<file path="config.mk">
export PLATFORM = sky130hd
export DESIGN_NAME = fifo_word_serializer_flat
export DESIGN_NICKNAME = d
export VERILOG_FILES = /design/src/rtl/fifo_word_serializer_if.sv /design/src/rtl/fifo_word_serializer.sv /design/src/flat_wrapper.sv
export SDC_FILE = /design/constraint.sdc
export NUM_CORES = 1
export LEC_CHECK = 0
export BUFFER_PORTS_ARGS = -buffer_cell sky130_fd_sc_hd__buf_2
export CAP_MARGIN = 40
export CORE_MARGIN = 4
export CORE_UTILIZATION = 50
export DETAILED_ROUTE_END_ITERATION = 16
export PLACE_DENSITY = 0.71
export SETUP_SLACK_MARGIN = 0.02
export SLEW_MARGIN = 10
export SYNTH_ARGS = -nofsm -noshare
export SYNTH_HDL_FRONTEND = slang
export SYNTH_SLANG_ARGS = --single-unit
export TNS_END_PERCENT = 20
</file>
<file path="constraint.sdc">
create_clock -name clk -period 3 [get_ports clk]
set_input_delay 0.9 -clock clk [delete_from_list [all_inputs] [get_ports clk]]
set_output_delay 0.9 -clock clk [all_outputs]
set_load 0.02 [all_outputs]
</file>
<file path="src/rtl/fifo_word_serializer_if.sv">
// FIFO read handshake plus framed serial output, grouped for the word serializer.
// master: the serializer side; slave: the FIFO / line-driver side.
interface fifo_word_serializer_if #(
  parameter int unsigned DATA_WIDTH = 16
);
  logic                  fifo_empty;
  logic [DATA_WIDTH-1:0] fifo_data;
  logic                  fifo_rd;
  logic                  tx_bit;
  logic                  tx_valid;
  logic                  tx_sof;

  modport master (
    input  fifo_empty,
    input  fifo_data,
    output fifo_rd,
    output tx_bit,
    output tx_valid,
    output tx_sof
  );

  modport slave (
    output fifo_empty,
    output fifo_data,
    input  fifo_rd,
    input  tx_bit,
    input  tx_valid,
    input  tx_sof
  );
endinterface

</file>
<file path="src/rtl/fifo_word_serializer.sv">
// Pops words from a synchronous FIFO (read latency 1) and shifts each one out as a
// framed serial stream, holding every bit for CLK_DIV clocks.
module fifo_word_serializer #(
  parameter int unsigned DATA_WIDTH = 16,
  parameter int unsigned CLK_DIV    = 1,
  parameter bit          MSB_FIRST  = 1'b1,
  parameter int unsigned CNT_WIDTH  = 16
) (
  input  logic                    clk,
  input  logic                    rst,
  input  logic                    enable,
  fifo_word_serializer_if.master  bus,
  output logic                    busy,
  output logic [CNT_WIDTH-1:0]    word_count
);

  localparam int unsigned BitW = (DATA_WIDTH > 1) ? $clog2(DATA_WIDTH) : 1;
  localparam int unsigned DivW = (CLK_DIV > 1) ? $clog2(CLK_DIV) : 1;
  localparam logic [BitW-1:0] LastBit = BitW'(DATA_WIDTH - 1);
  localparam logic [DivW-1:0] DivLoad = DivW'(CLK_DIV - 1);

  typedef enum logic [1:0] {StIdle, StWait, StShift} state_e;

  state_e                state_q, state_d;
  logic [DATA_WIDTH-1:0] sreg_q, sreg_d;
  logic [BitW-1:0]       bit_cnt_q, bit_cnt_d;
  logic [DivW-1:0]       div_q, div_d;
  logic                  tx_bit_q, tx_bit_d;
  logic                  tx_valid_q, tx_valid_d;
  logic                  tx_sof_q, tx_sof_d;
  logic [CNT_WIDTH-1:0]  word_count_q, word_count_d;
  logic                  rd;
  logic                  pop_ok;

  assign pop_ok = enable & ~bus.fifo_empty;

  always_comb begin
    state_d      = state_q;
    sreg_d       = sreg_q;
    bit_cnt_d    = bit_cnt_q;
    div_d        = div_q;
    tx_valid_d   = tx_valid_q;
    tx_sof_d     = tx_sof_q;
    word_count_d = word_count_q;
    rd           = 1'b0;
    unique case (state_q)
      StIdle: begin
        if (pop_ok) begin
          rd      = 1'b1;
          state_d = StWait;
        end
      end
      StWait: begin
        sreg_d     = bus.fifo_data;
        bit_cnt_d  = LastBit;
        div_d      = DivLoad;
        tx_valid_d = 1'b1;
        tx_sof_d   = 1'b1;
        state_d    = StShift;
      end
      StShift: begin
        if (div_q != '0) begin
          div_d = div_q - 1'b1;
        end else if (bit_cnt_q != '0) begin
          div_d     = DivLoad;
          bit_cnt_d = bit_cnt_q - 1'b1;
          sreg_d    = MSB_FIRST ? (sreg_q << 1) : (sreg_q >> 1);
          tx_sof_d  = 1'b0;
        end else begin
          // Final clock of the final bit: pops here give a single idle gap.
          word_count_d = word_count_q + 1'b1;
          tx_valid_d   = 1'b0;
          tx_sof_d     = 1'b0;
          if (pop_ok) begin
            rd      = 1'b1;
            state_d = StWait;
          end else begin
            state_d = StIdle;
          end
        end
      end
      default: state_d = StIdle;
    endcase
    tx_bit_d = tx_valid_d & (MSB_FIRST ? sreg_d[DATA_WIDTH-1] : sreg_d[0]);
  end

  always_ff @(posedge clk) begin
    if (!rst) begin
      state_q      <= StIdle;
      sreg_q       <= '0;
      bit_cnt_q    <= '0;
      div_q        <= '0;
      tx_bit_q     <= 1'b0;
      tx_valid_q   <= 1'b0;
      tx_sof_q     <= 1'b0;
      word_count_q <= '0;
    end else begin
      state_q      <= state_d;
      sreg_q       <= sreg_d;
      bit_cnt_q    <= bit_cnt_d;
      div_q        <= div_d;
      tx_bit_q     <= tx_bit_d;
      tx_valid_q   <= tx_valid_d;
      tx_sof_q     <= tx_sof_d;
      word_count_q <= word_count_d;
    end
  end

  // The pop request is combinational, so gate it with reset to keep it quiet in reset.
  assign bus.fifo_rd  = rd & rst;
  assign bus.tx_bit   = tx_bit_q;
  assign bus.tx_valid = tx_valid_q;
  assign bus.tx_sof   = tx_sof_q;
  assign busy         = (state_q != StIdle);
  assign word_count   = word_count_q;

endmodule

</file>
<file path="src/flat_wrapper.sv">
// flat-port wrapper written by rule: the top's interface ports become plain ports
module fifo_word_serializer_flat 
#(
  parameter int unsigned DATA_WIDTH = 16,
  parameter int unsigned CLK_DIV    = 1,
  parameter bit          MSB_FIRST  = 1'b1,
  parameter int unsigned CNT_WIDTH  = 16
)
  (clk, rst, enable, busy, word_count, bus_fifo_empty, bus_fifo_data, bus_fifo_rd, bus_tx_bit, bus_tx_valid, bus_tx_sof);
  fifo_word_serializer_if #(.DATA_WIDTH(DATA_WIDTH)) bus_i ();
  input  logic clk;
  input  logic rst;
  input  logic enable;
  output logic busy;
  output logic [CNT_WIDTH-1:0] word_count;
  input wire logic [$bits(bus_i.fifo_empty)-1:0] bus_fifo_empty;
  input wire logic [$bits(bus_i.fifo_data)-1:0] bus_fifo_data;
  output wire logic [$bits(bus_i.fifo_rd)-1:0] bus_fifo_rd;
  output wire logic [$bits(bus_i.tx_bit)-1:0] bus_tx_bit;
  output wire logic [$bits(bus_i.tx_valid)-1:0] bus_tx_valid;
  output wire logic [$bits(bus_i.tx_sof)-1:0] bus_tx_sof;
  assign bus_i.fifo_empty = bus_fifo_empty;
  assign bus_i.fifo_data = bus_fifo_data;
  assign bus_fifo_rd = bus_i.fifo_rd;
  assign bus_tx_bit = bus_i.tx_bit;
  assign bus_tx_valid = bus_i.tx_valid;
  assign bus_tx_sof = bus_i.tx_sof;
  fifo_word_serializer #(.DATA_WIDTH(DATA_WIDTH), .CLK_DIV(CLK_DIV), .MSB_FIRST(MSB_FIRST), .CNT_WIDTH(CNT_WIDTH)) u_core (.clk(clk), .rst(rst), .enable(enable), .bus(bus_i), .busy(busy), .word_count(word_count));
endmodule
</file>
==> implementation parameters <==
Parameter                              Value

Logic synthesis
  Share of synthesized registers carrying an async set or reset    0%
  Number of standard cells after synthesis    216
  Sequential-to-total area share from yosys stat    43.7%
  Largest area contributor in the netlist    sky130_fd_sc_hd__dfxtp_1
  Portion of synthesized cell area occupied by the leading cell type    43.7%
  Count of warnings emitted by yosys    0
  Yosys cell types    40
  Synthesized area divided by synthesized cell count    8.69 um2
  Main area contributors after synthesis    sky130_fd_sc_hd__dfxtp_1, sky130_fd_sc_hd__a221oi_1, sky130_fd_sc_hd__nor2_1, sky130_fd_sc_hd__o21ai_0, sky130_fd_sc_hd__ha_1
  Number of enable flip-flop cells after synthesis    0
  Flops & latches, synth    41
  Synthesized netlist net count    243
  Top flip-flop cell by instance count after synthesis    sky130_fd_sc_hd__dfxtp_1
  Netlist area before placement    1880 um2

Global routing
  First-pass GRT wire length    6.77 mm
  Total global-route track usage    16.9%
  Vias in the first global route    1474
  Initial antenna violation count    0
  Total overflow reported by the global router    0
  Maximum number of pins on one net before global-route repair    20

Timing
  Number of setup violations in the final report    0
  Upper clock frequency limit    0.383 GHz
  Pin slew with the least headroom to its limit    0.666 ns
  Period utilization    87.1%
  Total negative slack for setup checks    0 ns
  Tmin final    2.61 ns
  Setup repair after global routing missed its margin    no
  Final hold vios    0
  Number of pins with negative max-slew slack in the final report    0
  Final setup slack of the worst path    0.388 ns
  Slew HR    55.6%
  Post-route clock skew    0.00359 ns

Floorplan
  Die extent in x    69.3 um
  Chip height    69.3 um
  FP Rows    21
  I/O pin count    41
  Area of the core region    3470 um2
  Effective utilization at floorplan    54.1%
  Die area    4800 um2

Placed design
  Post-placement setup slack    0.520 ns
  Half-perimeter wire length of the detailed placement result    2.78 mm
  Number of port buffers    40
  Gpl congestion    0.740

Clocking
  CTS hold repair buffers    0
  TritonCTS buffer count    5
  CTS Root Buffer Type    sky130_fd_sc_hd__clkbuf_8
  Buffers inserted during post-CTS setup optimization    0
  Total number of clock tree sinks    41
  Insertion delay to the later sink of the worst-skew pair    0.29 ns
  CTS tree    done
  Clock transition time at the flip-flop clock pins of the worst setup and hold paths    0.07 ns
  Number of buffers on the longest clock path    2
  Post-CTS resize count    0
  H-tree depth reported by CTS    2

Routing
  Overall routed net length    3.95 mm
  Vias/cell    5.49
  Violation count after the first detailed-route iteration    94
  Wire length per cell after detailed routing    13.2 um
  Count of nets left with antenna violations after detail routing    0
  First drt pass iteration count    4
  Detailed-route via count    1641
  # DRC    0

Cells and area
  Multi-input combinational cell area    966 um2
  Share of post-route cells with drive strength above 1    20.9%
  Total area of sequential cells    821 um2
  Leading cell types in the layout, fill and taps excluded    sky130_fd_sc_hd__dfxtp_1, sky130_fd_sc_hd__buf_2, sky130_fd_sc_hd__nor2_1
  Total of fill cells in the finished design    324
  Signed area change from the synthesized netlist to the final layout    16.5%
  Net count, final    280
  Diodes inserted    0
  Most common cell after layout, fill and taps aside    sky130_fd_sc_hd__dfxtp_1

Setup path
  Required time of the critical path    2.10 ns
  Classification of the worst setup path    reg -> out
  Kind of start point of the critical path    flip-flop
  Worst reg2reg startpoint    u_core.state_q[0]$_SDFFE_PN0P_
  Maximum fanout count along the critical path    12
  Endpoint of the most critical register-to-register path    u_core.word_count[15]$_SDFFE_PN0P_
  Endpoint type of the worst setup path    output pin
  Worst reg-to-reg setup slack    0.81 ns
  Critical path arrival    1.71 ns
  Worst Reg-to-Reg Cells    6

Power
  Total leakage power    0.898 nW
  P per Cell Area    877 nW/um2
  Maximum ir drop on the vdd rail    605 uV

Flow run
  Maxcap violations    0

Min path
  Worst Hold Depth    2
  Worst hold path endpoint    u_core.sreg_q[0]$_SDFFE_PN0P_
  Min-Delay Startpoint    u_core.sreg_q[0]$_SDFFE_PN0P_
  Worst hold path class    reg -> reg

Status
  Result of the run    finished, final reports clean
[per-layer routing]
metal | GRT usage, % | wire length (um)
met1 | 22.2 | 1910
met2 | 26.2 | 1760
met3 | 6.23 | 234
met4 | 4.56 | 32
met5 | 0 | 0
[worst max-delay path: stages (launching register included)]
cell	delay, ns
sky130_fd_sc_hd__dfxtp_1	0.35
sky130_fd_sc_hd__inv_1	0.09
sky130_fd_sc_hd__ha_1	0.36
sky130_fd_sc_hd__nand4bb_4	0.24
sky130_fd_sc_hd__a21oi_1	0.20
sky130_fd_sc_hd__buf_2	0.18
[registers in the layout, summed over array words and instances, names as in the netlist]
| name | cells |
|---|---|
| u_core.bus.tx_sof | 1 |
| u_core.state_q | 2 |
| u_core.bit_cnt_q | 4 |
| u_core.bus.tx_valid | 1 |
| u_core.word_count | 16 |
| u_core.bus.tx_bit | 1 |
| u_core.sreg_q | 16 |
[area by class of cell]
class / instances / share of cell area (%)
clock buffer: 7 / 3.95
tap: 46 / 2.63
sequential: 41 / 37.5
timing repair buffer: 43 / 10.2
multi-input combinational: 153 / 44.2
inverter: 9 / 1.54
[report_power, final]
part | internal (mW) | switching (mW) | total [mW] | leakage (nW)
combinational | 0.304 | 0.464 | 0.768 | 0.519
clock | 0.182 | 0.177 | 0.359 | 0.0443
sequential | 0.697 | 0.0950 | 0.792 | 0.334
[worst max-delay path by stage]
stage | start | end | slack, ns | depth (start not counted)
CTS | u_core.state_q[0]$_SDFFE_PN0P_ | bus_fifo_rd | 0.37 | 5
global placement | bus_fifo_empty | bus_fifo_rd | 0.51 | 5
global route | u_core.state_q[0]$_SDFFE_PN0P_ | bus_fifo_rd | 0.23 | 5
detailed placement | bus_fifo_empty | bus_fifo_rd | 0.52 | 5
floorplan | rst | bus_fifo_rd | 0.34 | 4
finish | u_core.state_q[0]$_SDFFE_PN0P_ | bus_fifo_rd | 0.39 | 5
[stage by stage]
stage / cell area, um2 / hold slack [ns] / instances / power [mW] / utilization (%)
5_1_grt: 2190 / 0.492 / 299 / 2.08 / 63.1
4_1_cts: 2190 / 0.459 / 299 / 1.93 / 63.1
3_3_place_gp: 2100 / 0.442 / 292 / 1.56 / 60.6
2_1_floorplan: 1880 / 0.432 / 216 / 1.39 / -
6_report: 2190 / 0.460 / 299 / 1.92 / 63.1
3_5_place_dp: 2100 / 0.450 / 292 / 1.57 / 60.6
[cell families (layout without fill, tap and decap cells)]
| kind of cell | Yosys count | count (layout) | share of synthesized area, % |
|---|---|---|---|
| DFF | 41 | 41 | 43.7 |
| AOI/OAI and AO/OA | 59 | 59 | 20.5 |
| muxes | 1 | 1 | 0.533 |
| xor gates and xnor gates | 9 | 9 | 4.20 |
| buffers and inverters | 22 | 59 | 4.80 |
| adders and majority gates | 7 | 7 | 4.67 |
| and+or+nand+nor | 77 | 77 | 21.6 |
[cell usage after synthesis, types with 3 or more instances]
library cell and count:
sky130_fd_sc_hd__o21ai_0 20, sky130_fd_sc_hd__a221oi_1 14, sky130_fd_sc_hd__nor4_1 3, sky130_fd_sc_hd__dfxtp_1 41
sky130_fd_sc_hd__and2_1 3, sky130_fd_sc_hd__a21oi_1 13, sky130_fd_sc_hd__nand4_1 4, sky130_fd_sc_hd__xnor2_1 7
sky130_fd_sc_hd__nand2_1 12, sky130_fd_sc_hd__nor2_1 31, sky130_fd_sc_hd__nand3_1 7, sky130_fd_sc_hd__ha_1 7
sky130_fd_sc_hd__or3_1 5, sky130_fd_sc_hd__clkbuf_1 8, sky130_fd_sc_hd__inv_1 9, sky130_fd_sc_hd__buf_2 3
Power figures use the tool's default switching activity.
